$ cat config.mk
export PLATFORM = sky130hd
export DESIGN_NAME = pong_match_ctrl_flat
export DESIGN_NICKNAME = d
export VERILOG_FILES = /design/src/rtl/pong_match_ctrl_if.sv /design/src/rtl/pong_match_ctrl.sv /design/src/flat_wrapper.sv
export SDC_FILE = /design/constraint.sdc
export NUM_CORES = 1
export LEC_CHECK = 0
export CAP_MARGIN = 20
export CORE_MARGIN = 5
export CORE_UTILIZATION = 35
export CTS_BUF_LIST = sky130_fd_sc_hd__clkbuf_8
export CTS_CLUSTER_DIAMETER = 120
export DETAILED_ROUTE_END_ITERATION = 7
export SYNTH_ARGS = -nofsm -noshare
export SYNTH_HDL_FRONTEND = slang
export SYNTH_SLANG_ARGS = --single-unit
$ cat constraint.sdc
create_clock -name clk -period 2.1 [get_ports clk]
set_input_delay 0.42 -clock clk [delete_from_list [all_inputs] [get_ports clk]]
set_output_delay 0.42 -clock clk [all_outputs]
set_load 0.1 [all_outputs]
$ cat src/rtl/pong_match_ctrl_if.sv
// Player/physics/render signal bundle for the pong match sequencer.
// master drives the buttons and out-of-bounds events. slave is the sequencer.
interface pong_match_ctrl_if #(
  parameter int SCORE_W = 4
);
  logic               frame_tick;
  logic               start;
  logic               pause;
  logic               out_left;
  logic               out_right;
  logic               ball_rst_n;
  logic               go;
  logic               dir_right;
  logic               freeze;
  logic [SCORE_W-1:0] score_l;
  logic [SCORE_W-1:0] score_r;
  logic               game_over;
  logic               winner;
  logic [2:0]         state;

  modport master (
    output frame_tick, start, pause, out_left, out_right,
    input  ball_rst_n, go, dir_right, freeze, score_l, score_r,
           game_over, winner, state
  );

  modport slave (
    input  frame_tick, start, pause, out_left, out_right,
    output ball_rst_n, go, dir_right, freeze, score_l, score_r,
           game_over, winner, state
  );
endinterface

$ cat src/rtl/pong_match_ctrl.sv
// Pong match sequencer: serve delay in frames, one-cycle launch, scoring, pause and win detection.
// All outputs are registered and decoded from the next state, so they line up with state.
module pong_match_ctrl #(
  parameter int WIN_SCORE   = 7,
  parameter int SERVE_DELAY = 60,
  parameter int SCORE_W     = 4
) (
  input  logic             clk,
  input  logic             reset,
  pong_match_ctrl_if.slave mif
);

  localparam int CNT_W = (SERVE_DELAY > 0) ? $clog2(SERVE_DELAY + 1) : 1;

  typedef enum logic [2:0] {
    IDLE       = 3'd0,
    SERVE_WAIT = 3'd1,
    LAUNCH     = 3'd2,
    PLAY       = 3'd3,
    POINT      = 3'd4,
    PAUSED     = 3'd5,
    OVER       = 3'd6
  } state_e;

  state_e             state_q, state_d;
  logic [CNT_W-1:0]   cnt_q, cnt_d;
  logic [SCORE_W-1:0] score_l_q, score_l_d, score_r_q, score_r_d;
  logic               dir_q, dir_d;
  logic               winner_q, winner_d;
  logic               scorer_r_q, scorer_r_d;
  logic               start_q;
  logic               ball_rst_n_q, go_q, freeze_q, game_over_q;
  logic               start_edge;

  assign start_edge = mif.start & ~start_q;

  always_comb begin
    state_d    = state_q;
    cnt_d      = cnt_q;
    score_l_d  = score_l_q;
    score_r_d  = score_r_q;
    dir_d      = dir_q;
    winner_d   = winner_q;
    scorer_r_d = scorer_r_q;
    case (state_q)
      IDLE, OVER: begin
        if (start_edge) begin
          state_d   = SERVE_WAIT;
          score_l_d = '0;
          score_r_d = '0;
          dir_d     = 1'b0;
          winner_d  = 1'b0;
          cnt_d     = CNT_W'(SERVE_DELAY);
        end
      end
      SERVE_WAIT: begin
        if (cnt_q == '0) begin
          state_d = LAUNCH;
        end else if (mif.frame_tick && !mif.pause) begin
          cnt_d = cnt_q - CNT_W'(1);
        end
      end
      LAUNCH: state_d = PLAY;
      PLAY: begin
        if (mif.pause) begin
          state_d = PAUSED;
        end else if (mif.out_left && !mif.out_right) begin
          state_d    = POINT;
          score_r_d  = score_r_q + SCORE_W'(1);
          scorer_r_d = 1'b1;
        end else if (mif.out_right && !mif.out_left) begin
          state_d    = POINT;
          score_l_d  = score_l_q + SCORE_W'(1);
          scorer_r_d = 1'b0;
        end else if (mif.out_left && mif.out_right) begin
          // Ambiguous double exit: replay the rally without awarding a point.
          state_d = SERVE_WAIT;
          cnt_d   = CNT_W'(SERVE_DELAY);
        end
      end
      PAUSED: begin
        if (!mif.pause) state_d = PLAY;
      end
      POINT: begin
        if ((scorer_r_q ? score_r_q : score_l_q) == SCORE_W'(WIN_SCORE)) begin
          state_d  = OVER;
          winner_d = scorer_r_q;
        end else begin
          state_d = SERVE_WAIT;
          cnt_d   = CNT_W'(SERVE_DELAY);
          dir_d   = ~scorer_r_q;
        end
      end
      default: state_d = IDLE;
    endcase
  end

  always_ff @(posedge clk) begin
    if (!reset) begin
      state_q      <= IDLE;
      cnt_q        <= '0;
      score_l_q    <= '0;
      score_r_q    <= '0;
      dir_q        <= 1'b0;
      winner_q     <= 1'b0;
      scorer_r_q   <= 1'b0;
      start_q      <= 1'b1;
      ball_rst_n_q <= 1'b0;
      go_q         <= 1'b0;
      freeze_q     <= 1'b0;
      game_over_q  <= 1'b0;
    end else begin
      state_q      <= state_d;
      cnt_q        <= cnt_d;
      score_l_q    <= score_l_d;
      score_r_q    <= score_r_d;
      dir_q        <= dir_d;
      winner_q     <= winner_d;
      scorer_r_q   <= scorer_r_d;
      start_q      <= mif.start;
      ball_rst_n_q <= (state_d == LAUNCH) || (state_d == PLAY) || (state_d == PAUSED);
      go_q         <= (state_d == LAUNCH);
      freeze_q     <= (state_d == PAUSED);
      game_over_q  <= (state_d == OVER);
    end
  end

  assign mif.ball_rst_n = ball_rst_n_q;
  assign mif.go         = go_q;
  assign mif.dir_right  = dir_q;
  assign mif.freeze     = freeze_q;
  assign mif.score_l    = score_l_q;
  assign mif.score_r    = score_r_q;
  assign mif.game_over  = game_over_q;
  assign mif.winner     = winner_q;
  assign mif.state      = state_q;

endmodule
$ cat src/flat_wrapper.sv
// flat-port wrapper written by rule: the top's interface ports become plain ports
module pong_match_ctrl_flat 
#(
  parameter int WIN_SCORE   = 7,
  parameter int SERVE_DELAY = 60,
  parameter int SCORE_W     = 4
)
  (clk, reset, mif_frame_tick, mif_start, mif_pause, mif_out_left, mif_out_right, mif_ball_rst_n, mif_go, mif_dir_right, mif_freeze, mif_score_l, mif_score_r, mif_game_over, mif_winner, mif_state);
  pong_match_ctrl_if #(.SCORE_W(SCORE_W)) mif_i ();
  input  logic clk;
  input  logic reset;
  input wire logic [$bits(mif_i.frame_tick)-1:0] mif_frame_tick;
  input wire logic [$bits(mif_i.start)-1:0] mif_start;
  input wire logic [$bits(mif_i.pause)-1:0] mif_pause;
  input wire logic [$bits(mif_i.out_left)-1:0] mif_out_left;
  input wire logic [$bits(mif_i.out_right)-1:0] mif_out_right;
  output wire logic [$bits(mif_i.ball_rst_n)-1:0] mif_ball_rst_n;
  output wire logic [$bits(mif_i.go)-1:0] mif_go;
  output wire logic [$bits(mif_i.dir_right)-1:0] mif_dir_right;
  output wire logic [$bits(mif_i.freeze)-1:0] mif_freeze;
  output wire logic [$bits(mif_i.score_l)-1:0] mif_score_l;
  output wire logic [$bits(mif_i.score_r)-1:0] mif_score_r;
  output wire logic [$bits(mif_i.game_over)-1:0] mif_game_over;
  output wire logic [$bits(mif_i.winner)-1:0] mif_winner;
  output wire logic [$bits(mif_i.state)-1:0] mif_state;
  assign mif_i.frame_tick = mif_frame_tick;
  assign mif_i.start = mif_start;
  assign mif_i.pause = mif_pause;
  assign mif_i.out_left = mif_out_left;
  assign mif_i.out_right = mif_out_right;
  assign mif_ball_rst_n = mif_i.ball_rst_n;
  assign mif_go = mif_i.go;
  assign mif_dir_right = mif_i.dir_right;
  assign mif_freeze = mif_i.freeze;
  assign mif_score_l = mif_i.score_l;
  assign mif_score_r = mif_i.score_r;
  assign mif_game_over = mif_i.game_over;
  assign mif_winner = mif_i.winner;
  assign mif_state = mif_i.state;
  pong_match_ctrl #(.WIN_SCORE(WIN_SCORE), .SERVE_DELAY(SERVE_DELAY), .SCORE_W(SCORE_W)) u_core (.clk(clk), .reset(reset), .mif(mif_i));
endmodule
After elaboration in Yosys (flattened, before gate mapping)
Cells that the tools add are included.
- input port bits: 7
- output and inout port bits: 17
- word-level logic and storage cells: 97
- flip-flop bits (word level): 25
- bitwise gates (word level): 4
- reduce and logical (&&, ||, !) cells: 22
- equality and inequality tests: 22
- add/sub/neg operators: 3
- muxes and demuxes: 34
- operators with widths (operator ; count):
    $mux W6 ; 8
    $mux W4 ; 7
    $mux W3 ; 8
    $pmux W6 S4 ; 1
    $pmux W3 S6 ; 1
    $pmux W4 S2 ; 2
    $eq A3 B3 Y1 const B ; 5
    $eq A3 B2 Y1 const B ; 4
    $ne A2 B1 Y1 const B ; 6
    $ne A2 B2 Y1 const B ; 5
    $reduce_and A3 Y1 ; 3
    $reduce_and A9 Y1 ; 1
    $add A4 B1 Y4 const B ; 2
    $logic_not A6 Y1 ; 1
    $reduce_bool A2 Y1 ; 3
    $sub A6 B1 Y6 const B ; 1
    $mux W1 ; 5
    $reduce_and A5 Y1 ; 1
    $eq A4 B3 Y1 const B ; 1
    $logic_and A1 B1 Y1 ; 4
    $pmux W1 S2 ; 2
    $reduce_and A4 Y1 ; 1
    $reduce_bool A4 Y1 ; 1
    $eq A3 B1 Y1 const B ; 1
    other kinds (6) ; 11

Depth between registers and ports, before layout
- depth in word-level cells: 9
- depth in mapped cells: 7
- mapped depth without buffers: 7

Worst setup path after synthesis
Ideal clock, no wire load.
- path type: register to register
- start: register u_core.state_q[1] (netlist: u_core.mif.state[1])
- end: register u_core.cnt_q[5]
- data required time: 2014 ps
- path buffers: 0
- library setup time: 86 ps
- arrival time: 2243 ps
- cell stages (with the launch flop): 6
- setup slack: -229 ps
- period minus slack after synthesis: 2329 ps
- cells stage by stage: dfxtp_1 > nand2b_2 > a21oi_1 > o32a_2 > a41o_1 > a221oi_2
- word-level cells in the longest chain between the ends: 4
- elaborated cells on any way between the ends: 17
- those cells by class: 12 x eq/ne; 1 x mux; 4 x reduce/logical
- RTL lines (element ; line ; source):
    start, declared ; pong_match_ctrl.sv:25 ; state_e state_q, state_d;
    start signal, assigned ; pong_match_ctrl.sv:113 ; state_q <= state_d;
    $eq A3 B3 Y1 or $logic_not A3 Y1 (tied branches) ; pong_match_ctrl.sv:45 ; case (state_q)
    $reduce_or A2 Y1 ; pong_match_ctrl.sv:45 ;
    $reduce_bool A4 Y1 (no line) or $ne A2 B1 Y1 (tied branches) ; - ;
    $reduce_and A9 Y1 (no line) ; - ;
    end signal, assigned ; pong_match_ctrl.sv:114 ; cnt_q <= cnt_d;
    end, declared ; pong_match_ctrl.sv:26 ; logic [CNT_W-1:0] cnt_q, cnt_d;
Several ways; a longest one is shown, not always the timed one.
A chain may end at the register's enable or synchronous reset.

Final worst setup path
- start: input port mif_out_right
- end: register u_core.cnt_q[3]
- word-level cells in the longest chain between the ends: 4
- elaborated cells on any way between the ends: 8
- those cells by class: 3 x eq/ne; 5 x reduce/logical
- RTL lines (element ; line ; source):
    start, declared ; flat_wrapper.sv:16 ; input wire logic [$bits(mif_i.out_right)-1:0] mif_out_right;
    $logic_not A1 Y1 ; pong_match_ctrl.sv:67 ; end else if (mif.out_left && !mif.out_right) begin
    $logic_and A1 B1 Y1 ; pong_match_ctrl.sv:67 ;
    $ne A2 B2 Y1 (no line) ; - ;
    $reduce_and A9 Y1 (no line) (*) ; - ;
Every way passes the cells marked *; elsewhere a longest branch is shown, timed or not.

==> results_dict.tcl <==
set metrics [dict create \
    numClockSinks 25 \
    grt_use_total 0.1416 \
    r2r-start "u_core.cnt_q[0]" \
    finalSetupViolations 0 \
    port_buffers 23 \
    drive_gt1_frac 0.2740 \
    grt_overflow 0 \
    drtPass1Iterations 4 \
    die_h_um 74.84 \
    finalHoldViolCount 0 \
    crit_fanout 4 \
    wirelength_um 3910 \
    seq_area_frac_synth 0.3401 \
    row_count 23 \
    ir_worst_vdd_mv 0.4459 \
    ctsHoldBuffers 0 \
    synthArstFlopShare 0 \
    h-tree-depth 1 \
    start_util 0.3652 \
    die_area_um2 5601 \
    slowest_stage "clkdlybuf4s50_1" \
    cts_made_buffers 3 \
    yosysUniqueCellTypes 50 \
    synth_nets 184 \
    insertion_delay_ps 270 \
    ios 24 \
    ys_ff_latch 25 \
    placed_cells 254 \
    avgRoutedWirePerCell_um 15.16 \
    end_kind "register" \
    root_buffer "clkbuf_8" \
    slew_headroom 0.6185 \
    coreArea_um2 4029 \
    worstSetupPathType "in2reg" \
    cts_tree "done" \
    fin_nets 222 \
    slew_viol_final 0 \
    critPathMostFrequentCell "buf_4" \
    synth.top_cell.area_share 0.3401 \
    initialDrtViolationCount 74 \
    slowest_delay_ps 420 \
    hpwl_um 2927 \
    mappedNetlistArea_um2 1471 \
    placed_area_um2 1828 \
    worst-path-buf-inv 3 \
    yosys.area.top_type "dfxtp_1" \
    worstPathRequired_ps 2260 \
    ys_top_cells_by_area "dfxtp_1 34%, ha_1 5.1%, nor2_1 4.1%" \
    final_antenna_net_count 0 \
    yosys_warnings 0 \
    grt_pass1_wl_um 6065 \
    fmax_mhz 484.2 \
    holdWs_ps 480.1 \
    tightest_slew_ps 567.9 \
    hold_start "u_core.mif.winner" \
    cp.arrival_ps 2220 \
    vias_per_cell 5.384 \
    die_w_um 74.84 \
    gp_congestion 0.8911 \
    grt_max_degree 17 \
    synth_flop_cell "dfxtp_1" \
    final_cell_mix "32 x buf_4, 19 x dfxtp_1, 16 x nor2_1" \
    crit_chain "clkdlybuf4s50_1, buf_4, ha_2, nor4b_4, buf_4, o32ai_4, nor4_2, a211oi_1" \
    clk_path_buf_depth 2 \
    nFillCells 387 \
    cap_violations 0 \
    diodes 0 \
    drc 0 \
    period_share 0.9834 \
    final_area_um2 1926 \
    area_growth_pct 30.87 \
    cp-startpoint "mif_out_right" \
    synth_edf_count 0 \
    hold_path.class "reg2reg" \
    avgSynthCellArea_um2 8.605 \
    status "completed" \
    postSynthCellCount 171 \
    p_leak_nw 0.7770 \
    fin_cells 258 \
    startpoint_type "input port" \
    clk_pin_slew_ps 90 \
    finalCriticalPeriod_ps 2065 \
    grt_pass1_vias 1270 \
    antenna_found_initial 0 \
    fin_skew_ps 3.156 \
    layout_commonest_cell "buf_4" \
    power_density_nw_per_um2 1166 \
    path_delay_family "buffers and inverters" \
    dr_total_vias 1389 \
    total_power_mw 2.245 \
]
[where the power goes]
group,switching [mW],internal [mW]
Sequential,0.122,0.562
Combinational,0.782,0.484
Clock,0.163,0.133
Total,1.07,1.18
[sequential cells by signal, summed over array words and instances (netlist names)]
name	flops
u_core.start_q	1
u_core.mif.state	3
u_core.mif.go	1
u_core.mif.freeze	1
u_core.mif.ball_rst_n	1
u_core.cnt_q	6
u_core.scorer_r_q	1
u_core.mif.winner	1
u_core.mif.game_over	1
u_core.mif.score_l	4
u_core.mif.score_r	4
u_core.mif.dir_right	1
[logic make-up after synthesis]
kind of cell               share of synthesized area
and+or+nand+nor                               0.2883
AOI/OAI and AO/OA                             0.2160
DFF                                           0.3401
buffers and inverters                        0.05356
adders and majority gates                    0.05782
xor gates and xnor gates                     0.02381
muxes                                        0.02041
[routing by layer]
layer	GRT usage	part of all wire	vias to the layer above
met3	0.02537	0.052	9
li1	-	-	692
met2	0.2031	0.44	38
met1	0.2099	0.49	650
met4	0.05138	0.016	0
met5	0	0	-
[worst paths after layout]
check	to	slack [ps]	cells past startpoint
max	u_core.cnt_q[3]	30	8
min	u_core.mif.winner	480	2
max reg2reg	u_core.cnt_q[5]	130	7
min reg2reg	u_core.mif.winner	480	2
[final cells by class]
class                      instances  area [um2]  area share
sequential                        25       508.0      0.2638
tap                               50       62.56     0.03249
clock buffer                       3       41.29     0.02144
clock inverter                     1       5.005    0.002599
timing repair buffer              39       322.8      0.1676
inverter                          12       45.04     0.02339
multi-input combinational        128       940.9      0.4886
[metrics by stage]
step	setup WS [ps]	utilization	TNS [ps]
floorplan	43.50	-	0
global placement	-181.3	0.4537	-1382
detailed placement	-268.3	0.4537	-2040
CTS	17.69	0.4652	0
global route	-4.138	0.4780	-4.138
finish	34.80	0.4780	0
[what timing repair did]
action,CTS,global route
endpoints found under the setup margin,0,2
resized for setup,0,7
setup buffers,0,0
[cell usage after synthesis, types with 2 or more instances]
cell type	instances
o21ai_0	8
ha_1	6
and3_1	2
nand3_1	5
nor4_1	4
nand4_1	2
o32ai_2	2
or3_1	3
o31ai_1	2
nand2b_1	4
and2_1	2
nor2_1	16
xor2_1	2
xnor2_1	2
buf_2	3
a21o_1	3
buf_4	2
nand2_1	15
a22oi_1	2
nor3_1	9
mux2i_1	3
nor4b_4	2
a221oi_1	2
a21oi_1	5
o21a_1	3
nor2b_1	4
dfxtp_1	25
inv_1	10
a22o_1	2
[worst reg2reg max path: cells and delay by family, from the launching register on]
kind	cells	cell delay [ps]
flip-flops	1	330
AND/OR/NAND/NOR	2	520
buffers and inverters	1	80
AO/OA/AOI/OAI	3	710
adder cells (fa/ha/maj)	1	240
Note: power is estimated with default switching activity, not from simulation.
